--- src/rtl/muldiv_pkg.sv ---
// Shared op encodings, datapath step modes and FSM states for the iterative mult/div unit.
package muldiv_pkg;

  localparam logic [1:0] OP_MULT  = 2'b00;
  localparam logic [1:0] OP_MULTU = 2'b01;
  localparam logic [1:0] OP_DIV   = 2'b10;
  localparam logic [1:0] OP_DIVU  = 2'b11;

  localparam logic MODE_MUL = 1'b0;
  localparam logic MODE_DIV = 1'b1;

  typedef enum logic [2:0] {
    IDLE,
    MUL,
    DIV,
    FIN,
    DZ
  } stateT;

  // op[0] clear selects the signed flavour of both MULT and DIV
  function automatic logic isSignedOp(input logic [1:0] op);
    return ~op[0];
  endfunction

endpackage

--- src/rtl/muldiv_if.sv ---
// Request/result bundle between the control unit (master) and the mult/div unit (slave).
interface muldiv_if #(
  parameter int WIDTH = 32
);
  logic             start;
  logic [1:0]       op;
  logic [WIDTH-1:0] a;
  logic [WIDTH-1:0] b;
  logic             busy;
  logic             done;
  logic             div0;
  logic [WIDTH-1:0] hi;
  logic [WIDTH-1:0] lo;

  modport master (
    output start, op, a, b,
    input  busy, done, div0, hi, lo
  );

  modport slave (
    input  start, op, a, b,
    output busy, done, div0, hi, lo
  );
endinterface

--- src/rtl/muldiv_step.sv ---
// One radix-2 iteration: shift-add multiply or restoring-divide step on a 2*WIDTH accumulator.
// Purely combinational; {rem, quotient} or {product-hi, multiplier} layout in acc.
module muldiv_step #(
  parameter int WIDTH = 32
) (
  input  logic               divMode,
  input  logic [2*WIDTH-1:0] acc,
  input  logic [WIDTH-1:0]   opnd,
  output logic [2*WIDTH-1:0] accNext
);

  logic [WIDTH:0] sum;
  logic [WIDTH:0] shifted;
  logic [WIDTH:0] diff;

  always_comb begin
    sum     = {1'b0, acc[2*WIDTH-1:WIDTH]} + (acc[0] ? {1'b0, opnd} : {(WIDTH+1){1'b0}});
    shifted = acc[2*WIDTH-1:WIDTH-1];
    diff    = shifted - {1'b0, opnd};
    accNext = {sum, acc[WIDTH-1:1]};
    if (divMode) begin
      // remainder stays below the divisor, so a set top bit of diff can only mean a borrow
      if (!diff[WIDTH]) begin
        accNext = {diff[WIDTH-1:0], acc[WIDTH-2:0], 1'b1};
      end else begin
        accNext = {shifted[WIDTH-1:0], acc[WIDTH-2:0], 1'b0};
      end
    end
  end

endmodule

--- src/rtl/muldiv_iter.sv ---
// Iterative signed/unsigned MULT/DIV for the HI/LO slot; done WIDTH+1 cycles after start (1 for div0).
// No backpressure: start is honoured only in IDLE, ignored otherwise; results held until next completion.
module muldiv_iter
  import muldiv_pkg::*;
#(
  parameter int WIDTH = 32
) (
  input  logic     clk,
  input  logic     reset,
  muldiv_if.slave  bus
);

  localparam int CNT_W = $clog2(WIDTH + 1);
  localparam logic [CNT_W-1:0] LAST_ITER = CNT_W'(WIDTH - 1);

  stateT              state;
  stateT              stateNext;
  logic [CNT_W-1:0]   cnt;
  logic [2*WIDTH-1:0] acc;
  logic [2*WIDTH-1:0] accNext;
  logic [WIDTH-1:0]   opnd;
  logic               divMode;
  logic               negLo;
  logic               negHi;
  logic [WIDTH-1:0]   hiReg;
  logic [WIDTH-1:0]   loReg;
  logic               doneReg;
  logic               div0Reg;

  logic               signedOp;
  logic               lastIter;
  logic               setDone;
  logic               setDiv0;
  logic [WIDTH-1:0]   magA;
  logic [WIDTH-1:0]   magB;
  logic [2*WIDTH-1:0] prodFinal;
  logic [WIDTH-1:0]   quotFinal;
  logic [WIDTH-1:0]   remFinal;

  assign signedOp = isSignedOp(bus.op);
  // |-2^(W-1)| = 2^(W-1) still fits as an unsigned W-bit magnitude
  assign magA     = (signedOp && bus.a[WIDTH-1]) ? -bus.a : bus.a;
  assign magB     = (signedOp && bus.b[WIDTH-1]) ? -bus.b : bus.b;
  assign lastIter = (cnt == LAST_ITER);

  assign prodFinal = negLo ? -acc : acc;
  assign quotFinal = negLo ? -acc[WIDTH-1:0] : acc[WIDTH-1:0];
  assign remFinal  = negHi ? -acc[2*WIDTH-1:WIDTH] : acc[2*WIDTH-1:WIDTH];

  muldiv_step #(.WIDTH(WIDTH)) uStep (
    .divMode (divMode),
    .acc     (acc),
    .opnd    (opnd),
    .accNext (accNext)
  );

  always_ff @(posedge clk) begin
    if (reset) begin
      state <= IDLE;
    end else begin
      state <= stateNext;
    end
  end

  always_comb begin
    stateNext = state;
    setDone   = 1'b0;
    setDiv0   = 1'b0;
    case (state)
      IDLE: begin
        if (bus.start) begin
          if (!bus.op[1]) begin
            stateNext = MUL;
          end else if (bus.b == '0) begin
            stateNext = DZ;
          end else begin
            stateNext = DIV;
          end
        end
      end
      MUL, DIV: begin
        if (lastIter) begin
          stateNext = FIN;
        end
      end
      FIN: begin
        stateNext = IDLE;
        setDone   = 1'b1;
      end
      DZ: begin
        stateNext = IDLE;
        setDone   = 1'b1;
        setDiv0   = 1'b1;
      end
      default: stateNext = IDLE;
    endcase
  end

  always_ff @(posedge clk) begin
    if (reset) begin
      cnt     <= '0;
      acc     <= '0;
      opnd    <= '0;
      divMode <= MODE_MUL;
      negLo   <= 1'b0;
      negHi   <= 1'b0;
      hiReg   <= '0;
      loReg   <= '0;
      doneReg <= 1'b0;
      div0Reg <= 1'b0;
    end else begin
      doneReg <= setDone;
      div0Reg <= setDiv0;
      case (state)
        IDLE: begin
          if (bus.start) begin
            cnt     <= '0;
            divMode <= bus.op[1] ? MODE_DIV : MODE_MUL;
            opnd    <= magB;
            acc     <= {{WIDTH{1'b0}}, magA};
            // negLo: product/quotient sign; negHi: remainder follows the dividend
            negLo   <= signedOp && (bus.a[WIDTH-1] ^ bus.b[WIDTH-1]);
            negHi   <= signedOp && (bus.op[1] ? bus.a[WIDTH-1]
                                              : (bus.a[WIDTH-1] ^ bus.b[WIDTH-1]));
          end
        end
        MUL, DIV: begin
          acc <= accNext;
          cnt <= cnt + 1'b1;
        end
        FIN: begin
          if (divMode == MODE_MUL) begin
            hiReg <= prodFinal[2*WIDTH-1:WIDTH];
            loReg <= prodFinal[WIDTH-1:0];
          end else begin
            hiReg <= remFinal;
            loReg <= quotFinal;
          end
        end
        default: ;
      endcase
    end
  end

  assign bus.busy = (state != IDLE);
  assign bus.done = doneReg;
  assign bus.div0 = div0Reg;
  assign bus.hi   = hiReg;
  assign bus.lo   = loReg;

endmodule
--- src/flat_wrapper.sv ---
// flat-port wrapper written by rule: the top's interface ports become plain ports
module muldiv_iter_flat import muldiv_pkg::*;
#(
  parameter int WIDTH = 32
)
  (clk, reset, bus_start, bus_op, bus_a, bus_b, bus_busy, bus_done, bus_div0, bus_hi, bus_lo);
  muldiv_if #(.WIDTH(WIDTH)) bus_i ();
  input  logic clk;
  input  logic reset;
  input wire logic [$bits(bus_i.start)-1:0] bus_start;
  input wire logic [$bits(bus_i.op)-1:0] bus_op;
  input wire logic [$bits(bus_i.a)-1:0] bus_a;
  input wire logic [$bits(bus_i.b)-1:0] bus_b;
  output wire logic [$bits(bus_i.busy)-1:0] bus_busy;
  output wire logic [$bits(bus_i.done)-1:0] bus_done;
  output wire logic [$bits(bus_i.div0)-1:0] bus_div0;
  output wire logic [$bits(bus_i.hi)-1:0] bus_hi;
  output wire logic [$bits(bus_i.lo)-1:0] bus_lo;
  assign bus_i.start = bus_start;
  assign bus_i.op = bus_op;
  assign bus_i.a = bus_a;
  assign bus_i.b = bus_b;
  assign bus_busy = bus_i.busy;
  assign bus_done = bus_i.done;
  assign bus_div0 = bus_i.div0;
  assign bus_hi = bus_i.hi;
  assign bus_lo = bus_i.lo;
  muldiv_iter #(.WIDTH(WIDTH)) u_core (.clk(clk), .reset(reset), .bus(bus_i));
endmodule
--- config.mk ---
export PLATFORM = sky130hd
export DESIGN_NAME = muldiv_iter_flat
export DESIGN_NICKNAME = d
export VERILOG_FILES = /design/src/rtl/muldiv_pkg.sv /design/src/rtl/muldiv_if.sv /design/src/rtl/muldiv_step.sv /design/src/rtl/muldiv_iter.sv /design/src/flat_wrapper.sv
export SDC_FILE = /design/constraint.sdc
export NUM_CORES = 1
export LEC_CHECK = 0
export ABC_AREA = 1
export CAP_MARGIN = 20
export CELL_PAD_IN_SITES_DETAIL_PLACEMENT = 1
export CELL_PAD_IN_SITES_GLOBAL_PLACEMENT = 1
export CORE_MARGIN = 2
export CORE_UTILIZATION = 37
export CTS_BUF_LIST = sky130_fd_sc_hd__clkbuf_16
export CTS_CLUSTER_DIAMETER = 40
export DETAILED_ROUTE_END_ITERATION = 10
export PLACE_DENSITY = 0.76
export SYNTH_ARGS = -nofsm -noshare
export SYNTH_HDL_FRONTEND = slang
export SYNTH_SLANG_ARGS = --single-unit
--- constraint.sdc ---
create_clock -name clk -period 2.7 [get_ports clk]
set_clock_uncertainty 0.1 [all_clocks]
set_input_delay 0.675 -clock clk [delete_from_list [all_inputs] [get_ports clk]]
set_output_delay 0.675 -clock clk [all_outputs]
set_load 0.01 [all_outputs]
==> results.sh, run 1 <==
export IMPL_status="finished clean"
export IMPL_drv_slew=0
export IMPL_post_route_period_util_pct=99.5
export IMPL_all_layer_global_routing_usage_pct=34.0
export IMPL_pin_count=136
export IMPL_cts_sink_count=174
export IMPL_core_area_sq_um=44100
export IMPL_cts_hold_buf=0
export IMPL_drt_wirelength_per_cell_microns=21.1
export IMPL_dieWidth_microns=215
export IMPL_route_detailed_vias_per_inst=5.48
export IMPL_synth_warning_count=0
export IMPL_placement_cell_area_sq_um=20300
export IMPL_h_tree_depth=4
export IMPL_cell_leakage_power_nw=10.4
export IMPL_critical_path_max_stage_delay_ps=450
export IMPL_routabilityCongestion=0.949
export IMPL_ctsLongestPathBuffers=2
export IMPL_path_max_fanout=6
export IMPL_synthDominantCellAreaShare_pct=21.1
export IMPL_synth_cell_types=54
export IMPL_critical_path_endpoint_type="register"
export IMPL_syn2layout_area_growth_pct=31.8
export IMPL_final_min_period_ps=2690
export IMPL_post_synth_instance_area_sq_um=16500
export IMPL_synth_async_sr_flop_share_pct=0
export IMPL_yosysSeqAreaShare_pct=21.1
export IMPL_capture_point_of_the_worst_reg_to_reg_path="u_core.acc[41]"
export IMPL_worst_hold_path_type="reg -> reg"
export IMPL_crit_path_cell_trace="inv_1 -> ha_1 -> nand2_1 -> nor2_2 -> nand2_1 -> nor2_2 -> nand2_4 -> buf_6 -> nand3_4 -> buf_12 -> buf_16 -> nand3_2 -> nand3_1 -> nand3_1 -> a21oi_1"
export IMPL_vias_in_the_first_global_route=20700
export IMPL_worstSetupStartpointType="register"
export IMPL_whs_path_depth=2
export IMPL_die_height_microns=215
export IMPL_drive_gt1_share_pct=17.7
export IMPL_detailed_place_hpwl_microns=64300
export IMPL_hold_slack_ps=401
export IMPL_post_synth_top_area_cell="sky130_fd_sc_hd__dfxtp_1"
export IMPL_synth_edff_count=0
export IMPL_nets=3347
export IMPL_clock_insertion_delay_at_the_later_pin_of_the_skew_report_ps=520
export IMPL_cts_clk_slew_worst_paths_ps=70
export IMPL_floorplan_die_area_sq_um=46400
export IMPL_maxCapViolCount=0
export IMPL_timing_worst_slew_pin_value_ps=619
export IMPL_syn_nets=3019
export IMPL_vias=20900
export IMPL_slew_headroom_pct=58.7
export IMPL_largest_net_degree_at_the_start_of_global_routing=67
export IMPL_antenna_found_initial=2
export IMPL_io_buffer_count=135
export IMPL_whs_endpoint="u_core.acc[3]"
export IMPL_final_fill_count=6079
export IMPL_final_hold_violation_count=0
export IMPL_cp_buffers_inverters=4
export IMPL_ratio_of_total_power_to_cell_area_nw_per_um2=1230
export IMPL_critical_path_arrival_ps=3020
export IMPL_syn_instance_count=2879
export IMPL_initialDrtViolationCount=1555
export IMPL_clock_tree_from_tritoncts="yes"
export IMPL_cp_slowest_cell="sky130_fd_sc_hd__dfxtp_1"
export IMPL_total_global_routing_overflow=0
export IMPL_hold_path_startpoint="u_core.acc[3]"
export IMPL_rows=77
export IMPL_yosys_register_bits=174
export IMPL_cts_made_buffers=17
export IMPL_floorplan_initialDensity_pct=37.5
export IMPL_maximum_clock_frequency_mhz=372
export IMPL_detail_route_drc_violations=0
export IMPL_cts_root_buf="sky130_fd_sc_hd__clkbuf_16"
export IMPL_final_number_of_setup_violating_endpoints=0
export IMPL_vdd_ir_drop_worst_mv=0.520
export IMPL_antenna_cells=0
export IMPL_most_common_cell_in_the_synthesized_netlist="sky130_fd_sc_hd__nand2_1"
export IMPL_wire_length_of_the_first_global_routing_pass_microns=122000
export IMPL_synth_commonest_cells="sky130_fd_sc_hd__nand2_1 (770), sky130_fd_sc_hd__inv_1 (416), sky130_fd_sc_hd__nor2_1 (306)"
export IMPL_grt_setup_unrepaired="true"
export IMPL_worst_r2r_startpoint="u_core.opnd[20]"
export IMPL_detail_route_wirelength_microns=80400
export IMPL_final_cell_area_sq_um=21800
export IMPL_crit_family="simple AND/OR/NAND/NOR gates"
export IMPL_synth_main_ff_cell="sky130_fd_sc_hd__dfxtp_1"
export IMPL_timing_setup_critical_path_class="reg -> reg"
export IMPL_cp_data_required_time_ps=3040
export IMPL_drtAntennaViolNets=0
export IMPL_r2r_slack_ps=10
export IMPL_syn_avg_cell_area_sq_um=5.74
export IMPL_ff2ff_path_depth=15
export IMPL_detail_route_first_pass_iterations=5
export IMPL_yosys_top_cells_area="sky130_fd_sc_hd__dfxtp_1 (21%), sky130_fd_sc_hd__nand2_1 (17%), sky130_fd_sc_hd__inv_1 (9.4%)"
[metal layers]
layer | global-route usage (%) | share of wire [%] | up-vias
met2 | 52.2 | 44 | 624
met4 | 9.43 | 2.5 | 2
met3 | 5.00 | 6.6 | 112
met1 | 49.4 | 47 | 10200
li1 | - | - | 9961
met5 | 0 | 0.010 | -
[cells by family after synthesis]
kind of cell | share of synthesized area, %
DFF | 21.1
AOI/OAI and AO/OA | 17.8
xor gates and xnor gates | 4.03
and+or+nand+nor | 39.2
adders and majority gates | 5.46
buffers and inverters | 12.5
[flip-flops by register name, summed over array words and instances, names as in the netlist]
signal	cells
u_core.state	3
u_core.cnt	6
u_core.negHi	1
u_core.bus.div0	1
u_core.divMode	1
u_core.negLo	1
u_core.bus.hi	32
u_core.acc	64
u_core.bus.done	1
u_core.bus.lo	32
u_core.opnd	32
[how the worst max path moves through the flow]
stage | from | to | slack [ps] | cells after the start
final | u_core.opnd[20] | u_core.acc[41] | 10 | 15
after global routing | u_core.acc[0] | u_core.acc[47] | -110 | 15
after CTS | u_core.acc[0] | u_core.acc[63] | -7 | 17
after detailed placement | bus_b[1] | u_core.opnd[24] | -280 | 15
after global placement | bus_b[1] | u_core.opnd[24] | -170 | 15
after floorplan | u_core.acc[0] | u_core.acc[57] | 30 | 19
[worst register-to-register path, cell delays in order, from the launching register on]
cell,delay [ps]
sky130_fd_sc_hd__dfxtp_1,450
sky130_fd_sc_hd__inv_1,90
sky130_fd_sc_hd__ha_1,320
sky130_fd_sc_hd__nand2_1,120
sky130_fd_sc_hd__nor2_2,200
sky130_fd_sc_hd__nand2_1,160
sky130_fd_sc_hd__nor2_2,180
sky130_fd_sc_hd__nand2_4,90
sky130_fd_sc_hd__buf_6,120
sky130_fd_sc_hd__nand3_4,90
sky130_fd_sc_hd__buf_12,180
sky130_fd_sc_hd__buf_16,150
sky130_fd_sc_hd__nand3_2,70
sky130_fd_sc_hd__nand3_1,80
sky130_fd_sc_hd__nand3_1,70
sky130_fd_sc_hd__a21oi_1,140
[power by group]
part / switching (W) / internal [W] / total, W
logic: 0.0129 / 0.00712 / 0.0200
registers: 0.00104 / 0.00343 / 0.00447
clock network: 0.00124 / 0.00116 / 0.00241
[final cells by class]
cell class	instances	area [sq um]	area share, %
clock buffer	17	425	1.95
clock inverter	14	95.1	0.436
inverter	428	1610	7.37
multi-input combinational	2178	11800	53.9
sequential	174	3510	16.1
tap	592	741	3.40
timing repair buffer	408	3660	16.8
[placed cells by master, fill, tap and decap left out, types with 5 or more instances in the layout]
master                            instances
sky130_fd_sc_hd__or2_2                   19
sky130_fd_sc_hd__dfxtp_2                 15
sky130_fd_sc_hd__inv_1                  409
sky130_fd_sc_hd__ha_4                    15
sky130_fd_sc_hd__nand4_1                 37
sky130_fd_sc_hd__clkbuf_16               18
sky130_fd_sc_hd__a21oi_1                181
sky130_fd_sc_hd__nand2_2                 50
sky130_fd_sc_hd__a31oi_1                 27
sky130_fd_sc_hd__buf_4                  250
sky130_fd_sc_hd__a21oi_2                 35
sky130_fd_sc_hd__o21ai_0                181
sky130_fd_sc_hd__o21bai_1                10
sky130_fd_sc_hd__clkdlybuf4s50_1        133
sky130_fd_sc_hd__clkinvlp_4               5
sky130_fd_sc_hd__nand2_1                742
sky130_fd_sc_hd__a21o_1                   6
sky130_fd_sc_hd__inv_2                   20
sky130_fd_sc_hd__o21ai_1                 18
sky130_fd_sc_hd__nand2_8                  6
sky130_fd_sc_hd__clkinv_2                 5
sky130_fd_sc_hd__ha_1                    44
sky130_fd_sc_hd__nand2_4                  7
sky130_fd_sc_hd__nand3_1                218
sky130_fd_sc_hd__nor2_2                  29
sky130_fd_sc_hd__nor3_2                  10
sky130_fd_sc_hd__nor4_1                   8
sky130_fd_sc_hd__nand3_2                 23
sky130_fd_sc_hd__dfxtp_1                157
sky130_fd_sc_hd__buf_12                  17
sky130_fd_sc_hd__xnor2_1                 15
sky130_fd_sc_hd__nand3b_1                17
sky130_fd_sc_hd__o211ai_1                33
sky130_fd_sc_hd__nor2_4                   6
sky130_fd_sc_hd__nor3_1                  35
sky130_fd_sc_hd__nor2_1                 287
sky130_fd_sc_hd__xor2_1                  60
sky130_fd_sc_hd__o221ai_1                14
sky130_fd_sc_hd__ha_2                    10
[stage by stage]
stage / utilization [%] / instances / TNS [ps] / setup WS (ps) / power, W
final: 49.4 / 3811 / 0 / 12.3 / 0.0269
after global routing: 49.4 / 3811 / -1350 / -112 / 0.0288
after CTS: 47.4 / 3797 / -6.93 / -6.93 / 0.0253
after detailed placement: 45.9 / 3760 / -6200 / -279 / 0.0222
after global placement: 45.9 / 3760 / -1080 / -172 / 0.0218
after floorplan: - / 2879 / 0 / 29.6 / 0.0149
[repair_timing]
action                                  in CTS  in global routing
endpoints found under the setup margin      33                 40
gates cloned                                 4                  1
buffers inserted                             2                 13
pin swaps                                    7                 35
gates resized for setup                     18                177
Power figures use the tool's default switching activity.
==> inputs of run 2 (changes only) <==
--- a/config.mk
+++ b/config.mk
@@ -13,6 +13,7 @@
 export CORE_UTILIZATION = 37
 export CTS_BUF_LIST = sky130_fd_sc_hd__clkbuf_16
 export CTS_CLUSTER_DIAMETER = 40
+export CTS_CLUSTER_SIZE = 40
 export DETAILED_ROUTE_END_ITERATION = 10
 export PLACE_DENSITY = 0.76
 export SYNTH_ARGS = -nofsm -noshare
==> results of run 2 <==
Same layout as run 1: the final DEF is identical, and so are final timing and power.
==> RTL change 1, RTL diff (config.mk and constraints of run 2) <==
`WIDTH` is set to 32 in 4 places; all go to 16.
--- a/src/rtl/muldiv_if.sv
+++ b/src/rtl/muldiv_if.sv
@@ -1,5 +1,5 @@
 // Request/result bundle between the control unit (master) and the mult/div unit (slave).
 interface muldiv_if #(
-  parameter int WIDTH = 32
+  parameter int WIDTH = 16
 );
   logic             start;
--- a/src/rtl/muldiv_step.sv
+++ b/src/rtl/muldiv_step.sv
@@ -2,5 +2,5 @@
 // Purely combinational; {rem, quotient} or {product-hi, multiplier} layout in acc.
 module muldiv_step #(
-  parameter int WIDTH = 32
+  parameter int WIDTH = 16
 ) (
   input  logic               divMode,
--- a/src/rtl/muldiv_iter.sv
+++ b/src/rtl/muldiv_iter.sv
@@ -4,5 +4,5 @@
   import muldiv_pkg::*;
 #(
-  parameter int WIDTH = 32
+  parameter int WIDTH = 16
 ) (
   input  logic     clk,
--- a/src/flat_wrapper.sv
+++ b/src/flat_wrapper.sv
@@ -2,5 +2,5 @@
 module muldiv_iter_flat import muldiv_pkg::*;
 #(
-  parameter int WIDTH = 32
+  parameter int WIDTH = 16
 )
   (clk, reset, bus_start, bus_op, bus_a, bus_b, bus_busy, bus_done, bus_div0, bus_hi, bus_lo);
Ports: changed (resized bus_a, bus_b, bus_hi and bus_lo); port bits go from 136 to 72. No check against the original RTL was run, so the function may have changed too.
==> RTL change 1 against run 2 <==
  * Power down 59%
  * Setup slack improved by 0.14 ns
  * Area after synthesis down 51%
  * Core utilization decreased by 4.3 points
  * Cell area decreased by 56%
  * Sequential cell count fell by 81
  * Hold slack worse by 0.031 ns
  * Routed wire length fell by 63%
==> RTL change 1: results (changes against run 2) <==
- Status: finished clean
- Leak pwr: 4.55 nW (-56%)
- Largest cells by area after synthesis: dfxtp_1, nand2_1, inv_1
- Post-CTS sizing: 0 (-18)
- Met2 usage: 44.7% (-7.5 points)
- Layout Nets: 1492 (-55%)
- Worst reg-to-reg path cell count: 10 (-5)
- Initial antenna violation count: 0 (-2)
- Post-CTS setup buffers: 0 (-2)
- P_clk: 1.44 mW (-40%)
- Post-Route M1 WL: 14100 um (-63%)
- Vias in the first global route: 9084 (-56%)
- Worst r2r dst: u_core.acc[21]
- Worst path slowest cell: fa_1
- P_comb: 7.33 mW (-63%)
- Place WS: 0.0663 ns (+0.345 ns)
- Wire length on met3: 1300 um (-76%)
- Top Layer Used: met4
- First-pass GRT wire length: 47700 um (-61%)
- Sequential-to-total area share from yosys stat: 23.2% (+2.1 points)
- R2r startpoint: u_core.acc[0]
- Largest net degree at the start of global routing: 63 (-6.0%)
- 1st-iter DRT viols: 552 (-65%)
- TritonCTS buffer count: 9 (-8)
- Synth Area in Compound Gates: 17.6% (-0.19 points)
- Gr usage total: 26.7% (-7.3 points)
- Crit path max-delay family: compound AO/OA/AOI/OAI gates
- Period minus WS final: 2.55 ns (-0.139 ns)
- Placed instance area: 0.00921 mm2 (-55%)
- Flop2flop setup slack: 0.15 ns (+0.14 ns)
- H-tree depth: 3 (-1)
- Critical Path Fanout Max: 9 (+3)
- WL met2: 13700 um (-61%)
- Post-synth top cells: nand2_1, inv_1, nor2_1
- Met1 Use GR: 35.7% (-14 points)
- Layout cells sized above 1: 7.61% (-10 points)
- I/O Buffers: 71 (-47%)
- Routed WL per cell: 17.7 um (-16%)
- Post-Synth Adder-Cell Area: 6.42% (+0.96 points)
- Mean area per synthesized cell: 6.00 um2 (+4.5%)
- Final Wtd Congestion: 0.936 (-1.4%)
- Largest register FFs: 32 (-50%)
- Internal power: 5.11 mW (-56%)
- Grt met3 use: 3.37% (-1.6 points)
- Slew @ Worst Pin: 0.600 ns (-0.0196 ns)
- Xor and xnor area share after synthesis: 3.93% (-0.099 points)
- Synthesized netlist net count: 1415 (-53%)
- DP Wirelength: 23500 um (-63%)
- Dpl cells: 1679 (-55%)
- P_sw: 5.99 mW (-61%)
- Maximum vdd drop: 0.557 mV (+7.1%)
[RTL change 1: how the worst min path moves through the flow]
| stage | end | from | slack (ns) |
|---|---|---|---|
| after global placement | u_core.cnt[4] | u_core.cnt[4] | 0.35 |
| final | u_core.cnt[4] | u_core.cnt[4] | 0.37 |
| after floorplan | u_core.cnt[4] | u_core.cnt[4] | 0.34 |
| after global routing | u_core.cnt[4] | u_core.cnt[4] | 0.40 |
| after detailed placement | u_core.cnt[4] | u_core.cnt[4] | 0.36 |
| after CTS | u_core.cnt[4] | u_core.cnt[4] | 0.37 |
[RTL change 1: layout make-up]
type | count | area, um2
fill | 2909 | 11600
clock inverter | 7 | 96.3
sequential | 93 | 1860
multi-input combinational | 989 | 5170
timing repair buffer | 116 | 1060
inverter | 206 | 773
clock buffer | 9 | 225
tap | 275 | 344
==> RTL change 2, RTL diff (config.mk and constraints of run 2) <==
Made on the original files. Make the reset (`reset`) asynchronous in 2 clocked blocks.
--- a/src/rtl/muldiv_iter.sv
+++ b/src/rtl/muldiv_iter.sv
@@ -55,5 +55,5 @@
   );
 
-  always_ff @(posedge clk) begin
+  always_ff @(posedge clk or posedge reset) begin
     if (reset) begin
       state <= IDLE;
@@ -97,5 +97,5 @@
   end
 
-  always_ff @(posedge clk) begin
+  always_ff @(posedge clk or posedge reset) begin
     if (reset) begin
       cnt     <= '0;
Function: differs if reset is asserted again (counterexample within 4 cycles, from zero or initial values and one cycle with reset high); with reset held inactive, the same outputs for 10 cycles.
==> RTL change 2 against run 2 <==
  * Sequential share of layout area up 4.0 points
  * Routed wire length down 9.5%
  * Synthesized cell count fell by 2.9%
  * Area after synthesis increased by 1.2%
  * Hold slack worse by 0.023 ns
  * Cell area shrank 0.55%
  * Sequential cell count unchanged
  * Count of clock-buffer cells in the layout did not move
  * Power up 24%
  * Setup slack lost 0.0021 ns
  * Critical path type unchanged
  * Critical endpoint is now u_core.acc[57]
  * Largest power group unchanged
==> RTL change 2: results (changes against run 2) <==
- Placed instance area: 0.0205 mm2 (+1.0%)
- Vias in the first global route: 19900 (-3.6%)
- Worst path slowest cell: dfrtp_2
- Top reg by flops: u_core.acc
- Maximum buffer depth of the clock tree: 2 (unchanged)
- DP Wirelength: 58800 um (-8.6%)
- Arrival time worst endpoint: 2.99 ns (-0.03 ns)
- Post-synth top cells: nand2_1, inv_1, nor2_1
- H-tree depth: 4 (unchanged)
- Hold WS: 0.378 ns (-0.0228 ns)
- Clk Latency, worst-skew pair: 0.51 ns
- Final Wtd Congestion: 0.964 (+1.6%)
- Critical path launch point: u_core.acc[0]
- Top FF cell, synth: dfrtp_1
- Layout cells sized above 1: 14.5% (-3.2 points)
- Critical Path Fanout Max: 29 (+23)
- Synth unique cells: 51 (-5.6%)
- WL met2: 33000 um (-6.2%)
- TritonCTS buffer count: 17 (unchanged)
- Post-Synth Adder-Cell Area: 5.40% (-0.063 points)
- 1st-iter DRT viols: 1624 (+4.4%)
- Met1 Use GR: 43.0% (-6.4 points)
- Layout Nets: 3264 (-2.5%)
- Period minus WS final: 2.69 ns (+0.00212 ns)
- Place WS: -0.412 ns (-0.134 ns)
- Crit path max-delay family: simple AND/OR/NAND/NOR gates
- Flop2flop setup slack: between 0.01 and 0.015 ns
- First-pass GRT wire length: 111000 um (-9.1%)
- Post-CTS setup buffers: 0 (-2)
- Sequential-to-total area share from yosys stat: 26.0% (+5.0 points)
- Met2 usage: 48.2% (-3.9 points)
- Synth Area in Compound Gates: 12.8% (-4.9 points)
- I/O Buffers: 135 (unchanged)
- Grt met3 use: 5.01% (+0.0070 points)
- Post-CTS sizing: 10 (-8)
- Synthesized netlist net count: 2935 (-2.8%)
- Drt pass-1 iters: 5 (unchanged)
- Post-Route M1 WL: 34000 um (-10%)
- Post-DR vias/cell: 5.34 (-2.4%)
- Wire length on met3: 4330 um (-19%)
- Synthesis Warnings: 0 (unchanged)
- Worst reg-to-reg path cell count: 16 (+1)
- Gr usage total: 30.5% (-3.6 points)
- Async SR Flop Fraction: 100% (+100 points)
- Critical Path Sink: u_core.acc[57]
- Largest net degree at the start of global routing: 64 (-4.5%)
- Initial antenna violation count: 0 (-2)
- Status: finished clean
- Largest cells by area after synthesis: dfrtp_1, nand2_1, inv_1
- Hold Crit Class: primary input to asynchronous set/reset pin
- Final wirelength: 72700 um (-9.5%)
- Xor and xnor area share after synthesis: 3.66% (-0.36 points)
- Maximum vdd drop: 0.744 mV (+43%)
- Root Buffer Master: clkbuf_16
- Mux share of post-synthesis cell area: 0% (unchanged)
- Slew @ Worst Pin: 0.785 ns (+0.165 ns)
- Max stage delay on crit path: 0.45 ns (about the same)
- Leak pwr: 11.1 nW (+6.8%)
- Top Layer Used: met4
[RTL change 2: cell count changes after synthesis, moves of 14 or more]
| cell | run 2 | this run |
|---|---|---|
| a21oi_1 | 208 | 107 |
| nor2_1 | 306 | 278 |
| dfxtp_1 | 174 | 0 |
| o21ai_0 | 193 | 162 |
| o221ai_1 | 14 | 0 |
| nand2_1 | 770 | 931 |
| nor3_1 | 43 | 29 |
| dfrtp_1 | 0 | 174 |
[RTL change 2: final cells by class]
| class | instances | area (um2) |
|---|---|---|
| clock buffers | 17 | 425 |
| clock inverters | 15 | 200 |
| fillers | 6036 | 22700 |
| inverters | 413 | 1560 |
| multi-input cells | 2129 | 11000 |
| flip-flops and latches | 174 | 4360 |
| well taps | 592 | 741 |
| repair buffers | 389 | 3430 |
[RTL change 2: report_power, final]
part / internal [mW] / total, mW / switching (mW) / leakage, nW
Sequential: 3.97 / 5.25 / 1.28 / 2.11
Combinational: 9.71 / 25.4 / 15.6 / 8.68
Clock: 1.41 / 2.76 / 1.35 / 0.305
Total: 15.1 / 33.4 / 18.3 / 11.1
[RTL change 2: kinds of logic (layout without fill, tap and decap cells)]
kind of cell	Yosys count	after routing
flip-flops	174	174
adder cells (fa/ha/maj)	71	71
XOR/XNOR	70	70
AND/OR/NAND/NOR	1607	1608
AO/OA/AOI/OAI	380	380
buffers and inverters	493	834
[RTL change 2: stage by stage]
| stage | cells | total power [mW] | util (%) |
|---|---|---|---|
| 2_1_floorplan | 2795 | 18.9 | - |
| 3_3_place_gp | 3687 | 28.1 | 46.1 |
| 3_5_place_dp | 3687 | 28.9 | 46.1 |
| 4_1_cts | 3719 | 32.0 | 47.5 |
| 5_1_grt | 3729 | 36.1 | 48.8 |
| 6_report | 3729 | 33.4 | 48.8 |
